==> src/rtl/ee354_gcd_param_core.sv <==
// ee354_gcd_param_core: parametrised GCD engine (subtraction Euclid or binary Stein) with step enable,
// zero-operand shortcut and saturating step counter.
module ee354_gcd_param_core #(
   parameter int WIDTH = 8,
   parameter int I_W   = 4,
   parameter int CNT_W = 8
) (
   input  logic             Clk,
   input  logic             Reset,
   input  logic             SCEN,
   input  logic             Start,
   input  logic             Ack,
   input  logic             Mode,
   input  logic [WIDTH-1:0] Ain,
   input  logic [WIDTH-1:0] Bin,
   output logic [WIDTH-1:0] A,
   output logic [WIDTH-1:0] B,
   output logic [WIDTH-1:0] AB_GCD,
   output logic [I_W-1:0]   i_count,
   output logic [CNT_W-1:0] Iter,
   output logic             Zero,
   output logic             q_I,
   output logic             q_Sub,
   output logic             q_Mult,
   output logic             q_Done
);
   typedef enum logic [1:0] {S_INIT, S_SUB, S_MULT, S_DONE} state_t;
   state_t           state_q, state_d;
   logic [WIDTH-1:0] a_q, a_d, b_q, b_d, gcd_q, gcd_d;
   logic [I_W-1:0]   icnt_q, icnt_d;
   logic [CNT_W-1:0] iter_q, iter_d;
   logic             zero_q, zero_d, mode_q, mode_d;
   always_comb begin
      state_d = state_q;
      a_d     = a_q;
      b_d     = b_q;
      gcd_d   = gcd_q;
      icnt_d  = icnt_q;
      iter_d  = iter_q;
      zero_d  = zero_q;
      mode_d  = mode_q;
      case (state_q)
         S_INIT: if (Start) begin
            a_d     = Ain;
            b_d     = Bin;
            mode_d  = Mode;
            icnt_d  = '0;
            iter_d  = '0;
            zero_d  = (Ain == '0) || (Bin == '0);
            gcd_d   = zero_d ? (Ain | Bin) : '0;
            state_d = zero_d ? S_DONE : S_SUB;
         end
         S_SUB: if (SCEN) begin
            iter_d = &iter_q ? iter_q : iter_q + 1'b1;
            if (a_q == b_q) begin
               gcd_d   = a_q;
               state_d = (icnt_q != '0) ? S_MULT : S_DONE;
            end else if (mode_q && !a_q[0] && !b_q[0]) begin
               a_d    = a_q >> 1;
               b_d    = b_q >> 1;
               icnt_d = icnt_q + 1'b1;
            end else if (mode_q && !a_q[0]) begin
               a_d = a_q >> 1;
            end else if (mode_q && !b_q[0]) begin
               b_d = b_q >> 1;
            end else if (a_q > b_q) begin
               a_d = a_q - b_q;
            end else begin
               b_d = b_q - a_q;
            end
         end
         S_MULT: if (SCEN) begin
            gcd_d   = gcd_q << 1;
            icnt_d  = icnt_q - 1'b1;
            state_d = (icnt_q == I_W'(1)) ? S_DONE : S_MULT;
         end
         default: state_d = Ack ? S_INIT : S_DONE;
      endcase
   end
   always_ff @(posedge Clk) begin
      if (Reset) begin
         state_q <= S_INIT;
         a_q     <= '0;
         b_q     <= '0;
         gcd_q   <= '0;
         icnt_q  <= '0;
         iter_q  <= '0;
         zero_q  <= 1'b0;
         mode_q  <= 1'b0;
      end else begin
         state_q <= state_d;
         a_q     <= a_d;
         b_q     <= b_d;
         gcd_q   <= gcd_d;
         icnt_q  <= icnt_d;
         iter_q  <= iter_d;
         zero_q  <= zero_d;
         mode_q  <= mode_d;
      end
   end
   assign A       = a_q;
   assign B       = b_q;
   assign AB_GCD  = gcd_q;
   assign i_count = icnt_q;
   assign Iter    = iter_q;
   assign Zero    = zero_q;
   assign q_I     = state_q == S_INIT;
   assign q_Sub   = state_q == S_SUB;
   assign q_Mult  = state_q == S_MULT;
   assign q_Done  = state_q == S_DONE;
endmodule
==> config.mk <==
export PLATFORM = sky130hd
export DESIGN_NAME = ee354_gcd_param_core
export DESIGN_NICKNAME = d
export VERILOG_FILES = /design/src/rtl/ee354_gcd_param_core.sv
export SDC_FILE = /design/constraint.sdc
export NUM_CORES = 1
export LEC_CHECK = 0
export ABC_AREA = 1
export CORE_ASPECT_RATIO = 1.75
export CORE_MARGIN = 2
export CORE_UTILIZATION = 35
export CTS_BUF_LIST = sky130_fd_sc_hd__clkbuf_2 sky130_fd_sc_hd__clkbuf_4 sky130_fd_sc_hd__clkbuf_8
export DETAILED_ROUTE_END_ITERATION = 6
export SLEW_MARGIN = 20
export SYNTH_ARGS = -nofsm -noshare
export SYNTH_HDL_FRONTEND = slang
export SYNTH_SLANG_ARGS = --single-unit
==> constraint.sdc <==
create_clock -name Clk -period 2.2 [get_ports Clk]
set_clock_uncertainty 0.2 [all_clocks]
set_input_delay 0.22 -clock Clk [delete_from_list [all_inputs] [get_ports Clk]]
set_output_delay 0.22 -clock Clk [all_outputs]
set_load 0.005 [all_outputs]
## Yosys cells after proc, flatten, opt, wreduce, memory -nomap -nowiden

Index checks and enable logic that the tools add are counted.

- Output and inout bits: 41
- Logic and storage cells: 92
- Input port bits: 22
- Register bits after elaboration: 40

- Reduce and logical (&&, ||, !) cells: 20
- Multiplexer cells: 41
- Bitwise gates (word level): 1
- Eq/ne operators: 16
- $add $sub $neg: 5
- $lt $le $gt $ge: 1

Operators by type and width:

| operator | number |
|---|---|
| 8-bit 2-to-1 mux | 22 |
| 8-bit case mux with 2 select lines | 3 |
| 8-bit case mux with 3 select lines | 1 |
| 4-bit 2-to-1 mux | 5 |
| 6-bit AND reduction | 3 |
| 8-bit logical NOT | 2 |
| 8-bit subtractor | 2 |
| 2-bit 2-to-1 mux | 6 |
| 4-bit case mux with 3 select lines | 1 |
| 2-bit != test, second input constant | 5 |
| 8-bit by 1-bit adder with 8-bit output, second input constant | 1 |
| 8-bit equality test | 1 |
| 8-bit greater-than comparator | 1 |
| 4-bit != test, second input constant | 2 |
| 8-bit bitwise OR | 1 |
| 4-bit AND reduction | 2 |
| 8-bit AND reduction | 1 |
| 2-bit case mux with 3 select lines | 1 |
| 5-bit AND reduction | 1 |
| 4-bit by 1-bit adder with 4-bit output, second input constant | 1 |
| 2-bit equality test, second input constant | 2 |
| 4-bit by 1-bit equality test with 1-bit output, second input constant | 1 |
| 2-bit by 1-bit != test with 1-bit output, second input constant | 2 |
| 4-bit by 1-bit != test with 1-bit output, second input constant | 1 |
| other kinds (12) | 16 |

## Longest topological paths before layout

- Word-level depth: 8
- Mapped depth: 16
- Gate-level depth less buffers: 15

## Worst setup path before layout

OpenSTA, ideal clock, no wires.

- Path kind: register to register
- Start: register a_q[0] (netlist: A[0])
- End: register a_q[2] (netlist: A[2])
- Required time: 1.886 ns
- Clock period less this slack: 2.154 ns
- Cell stages (with the launch flop): 17
- Setup slack: 0.046 ns
- Arrival: 1.840 ns
- Path through: dfxtp_1 inv_1 ha_1 fa_1 inv_1 nand2_1 nand2_1 nand3_2 nand2_2 nand2_2 nand2_2 nand2_4 inv_4 buf_12 nand2_2 nand2_1 nor2_2

- Word-level cells in the longest chain between the ends: 8

Ends and longest elaborated chain:

| item | line | text |
|---|---|---|
| start, declared | 29 | `logic [WIDTH-1:0] a_q, a_d, b_q, b_d, gcd_q, gcd_d;` |
| start signal, assigned | 83 | `a_q <= '0;` |
| start signal, assigned | 92 | `a_q <= a_d;` |
| 8-bit subtractor | 67 | `a_d = a_q - b_q;` |
| 8-bit 2-to-1 mux | 66 | `end else if (a_q > b_q) begin` |
| 8-bit 2-to-1 mux | 64 | `end else if (mode_q && !b_q[0]) begin` |
| 8-bit 2-to-1 mux | 62 | `end else if (mode_q && !a_q[0]) begin` |
| 8-bit 2-to-1 mux | 58 | `end else if (mode_q && !a_q[0] && !b_q[0]) begin` |
| 8-bit 2-to-1 mux | 55 | `if (a_q == b_q) begin` |
| 8-bit 2-to-1 mux | 53 | `S_SUB: if (SCEN) begin` |
| 8-bit case mux with 2 select lines | 42 | `case (state_q)` |

Parallel ways exist; a longest one is shown, timed or not. The select of a mux whose other input is x is not followed.
A chain may end at the register's enable or synchronous reset.

## Final worst setup path

- Start: register a_q[0] (netlist: A[0])
- End: register b_q[1] (netlist: B[1])

- Word-level cells in the longest chain between the ends: 8

Ends and longest elaborated chain:

| item | line | text |
|---|---|---|
| 8-bit subtractor | 69 | `b_d = b_q - a_q;` |
| 8-bit 2-to-1 mux | 66 |  |
| 8-bit 2-to-1 mux | 64 |  |
| 8-bit 2-to-1 mux | 62 |  |
| 8-bit 2-to-1 mux | 58 |  |
| 8-bit 2-to-1 mux | 55 |  |
| 8-bit 2-to-1 mux | 53 |  |
| 8-bit case mux with 2 select lines | 42 |  |
| end signal, assigned | 84 | `b_q <= '0;` |
| end signal, assigned | 93 | `b_q <= b_d;` |
| end, declared | 29 |  |

Parallel ways exist; a longest one is shown, timed or not. The select of a mux whose other input is x is not followed.

==> summary.txt <==
Status: complete, no violations
GPL Wtd Cong: 0.979
Util after Layout: 48.1%
Most common cell in the netlist: nand2_1
Fraction of synthesized area in multiplexers: 0%
Top post-synthesis cells by area: dfxtp_1 24%, nand2_1 15%, ha_1 9.0%, inv_1 7.8%, a21oi_1 7.6%
Post-synthesis xor/xnor area fraction: 0.783%
Syn Nets: 581
Area leader, netlist: dfxtp_1
Total grt overflow: 0
Cells on worst reg2reg path: 13
Drt wl/cell: 16.3 um
Via density: 5.14
Syn Area/Cell: 6.29 um2
Clock buffers created by TritonCTS: 5
Worst path arrival time: 2.12 ns
Ports: 63
Place WS: 0.0303 ns
GRT Total Usage: 23.4%
PortBufs: 62
Post-Synth Simple-Gate Area: 35.1%
Net load switching power: 4.00 mW
Main synth FF type: dfxtp_1
Seq pwr share: 16.2%
RSZ-0062 raised after global routing: yes
Worst-Skew Late Latency: 0.31 ns
Max-Cap Viols: 0
Critical Path Start Type: flip-flop
Drt drc: 0
Post-synthesis adder-cell area fraction: 10.1%
Vias: 3816
Hold Path Depth: 2
Post-synth top area share: 23.9%
FF+latch count, synth: 40
Tcrit/Tclk final: 96.0%
Overall die width: 78.0 um
WL final: 12100 um
Compound-gate portion of the synthesized area: 18.2%
Period minus WS final: 2.11 ns
Worst-path clk slew: 0.09 ns
Pint: 3.62 mW
Crit-path max FO: 8
Hold/Removal Path Class: reg2reg
Die H: 134 um
CTS Sinks: 40
DR iter-0 viols: 161
Worst path required time: 2.21 ns
Final setup viols: 0
Worst setup EP type: flip-flop
PwrDens: 1680 nW/um2
Cts-stage hold buffer count: 0
Mapped cell area: 3350 um2
Post-synth ARST share: 0%
Post-synth cell types: 46
Inserted Diodes: 0
CORE AREA: 9410 um2
Area grow syn2layout: 34.8%
CTS tree: built
Initial Util: 35.7%
Fin worst setup slack: 0.0888 ns
Clock H-tree levels: 2
Achievable Freq: 474 MHz
Fin nets: 668
Commonest cells post-synth: 130 x nand2_1, 70 x inv_1, 60 x nor2_1, 51 x a21oi_1, 40 x dfxtp_1
Die Footprint: 10400 um2
Reg2reg start: A[0]
Slew HR: 71.3%
First-pass GRT wire length: 19100 um
R2R Setup Slk: 0.09 ns
Clock Power Share: 8.9%
EDFF count, synth: 0
Net Sw Frac: 52.5%
Logic pwr share: 75.0%
Number of global-route vias before repair: 3880
Initial antenna violation count: 0
Pleak: 2.05 nW
Largest net degree at the start of global routing: 24
Syn. warnings: 0
DRT Pass-1 Iters: 4
Share of cells above drive strength 1: 16.7%
Sequential area share after synthesis: 23.9%
Hold path endpoint: mode_q
Post-route antenna net violation count: 0
Largest family of logic cells by synthesized area: simple AND/OR/NAND/NOR gates
Final Max Tran Viols: 0
Post-synthesis instance total: 533
Site row count: 47
Worst setup path class: reg2reg
Worst vdd ir: 0.858 mV
Post-DP HPWL: 9330 um
Max Buffers Root-to-Sink: 2
Measured slew at the worst slew-check pin: 0.426 ns
Hold Startpoint: mode_q
Root buf cell: clkbuf_8
Number of hold violations in the final report: 0
Worst reg2reg path endpoint: B[1]
cell families (layout without fill, tap and decap cells):
| family | count (synthesis) | count (layout) |
|---|---|---|
| and+or+nand+nor | 260 | 261 |
| AOI/OAI and AO/OA | 111 | 111 |
| buffers and inverters | 93 | 180 |
| DFF | 40 | 40 |
| adders and majority gates | 26 | 26 |
| xor gates and xnor gates | 3 | 3 |
stage by stage:
step                setup TNS, ns  hold slack (ns)  power (mW)  instance area [um2]  std cells
global placement                0            0.261        6.46                 4260        733
global route              -0.0211            0.331        8.34                 4520        743
finish                          0            0.287        7.62                 4520        743
floorplan                       0            0.199        4.75                 3350        533
CTS                             0            0.291        7.21                 4380        741
detailed placement              0            0.279        6.50                 4260        733
critical path: stages (launching register included):
cell and delay (ns):
dfxtp_2 0.34, inv_1 0.04, ha_2 0.18, fa_2 0.34, inv_2 0.06, nand2_1 0.07
nand2_2 0.08, nand3_2 0.06, nand2_2 0.10, nand4_4 0.13, nand3_4 0.23, nand2_1 0.08
nand2_1 0.06, nor2_1 0.04
placed cells by master (no fill, tap or decap), types with 5 or more instances in the layout:
cell type        synthesis  routed
nand4_1                  9       9
o21ai_0                 33      32
a21oi_1                 51      50
inv_2                    4       5
o211ai_1                 7       7
nand3_1                 24      24
nand2_2                 10      19
nor2_2                   8       8
clkdlybuf4s50_1          0      62
inv_1                   70      68
buf_4                    1      34
o22ai_1                  5       5
nand2_1                130     120
ha_1                    24      18
clkbuf_8                 0       6
nor2_1                  60      60
dfxtp_1                 40      36
flip-flops by register name (all words and copies together), names as in the netlist:
name     count
AB_GCD       8
A            8
B            8
Iter         8
i_count      4
state_q      2
Zero         1
mode_q       1
power by group through the flow:
| stage | registers (mW) | logic [mW] | clock network, mW |
|---|---|---|---|
| floorplan | 1.22 | 3.53 | 0 |
| global placement | 1.22 | 5.24 | 0 |
| detailed placement | 1.22 | 5.28 | 0 |
| CTS | 1.21 | 5.31 | 0.694 |
| global route | 1.26 | 6.37 | 0.716 |
| finish | 1.23 | 5.71 | 0.676 |
worst max path at each step:
stage            to  start  slack [ns]
2_1_floorplan  A[2]   A[0]        0.05
3_3_place_gp   B[7]   A[5]        0.04
3_5_place_dp   A[7]   A[0]        0.03
4_1_cts        A[7]   A[0]        0.02
5_1_grt        B[0]   A[0]      -0.007
6_report       B[1]   A[0]        0.09
layout make-up:
cell class	count	area, um2
well taps	122	153
fillers	1007	4890
flip-flops and latches	40	806
clock inverters	2	38.8
inverters	76	293
repair buffers	96	876
clock buffers	6	82.6
multi-input cells	401	2270
what timing repair did:
| item | CTS | global route |
|---|---|---|
| endpoints found under the setup margin | 0 | 24 |
| setup buffers | 0 | 1 |
| gates resized for setup | 0 | 31 |
metal layers:
| metal | share of wire, % | up-vias | track usage, % |
|---|---|---|---|
| met2 | 56 | 96 | 45.5 |
| li1 | - | 1891 | - |
| met4 | 3.5 | 0 | 10.3 |
| met5 | 0 | - | 0 |
| met3 | 2.6 | 26 | 2.51 |
| met1 | 38 | 1803 | 24.6 |
(Power assumes the default switching activity.)
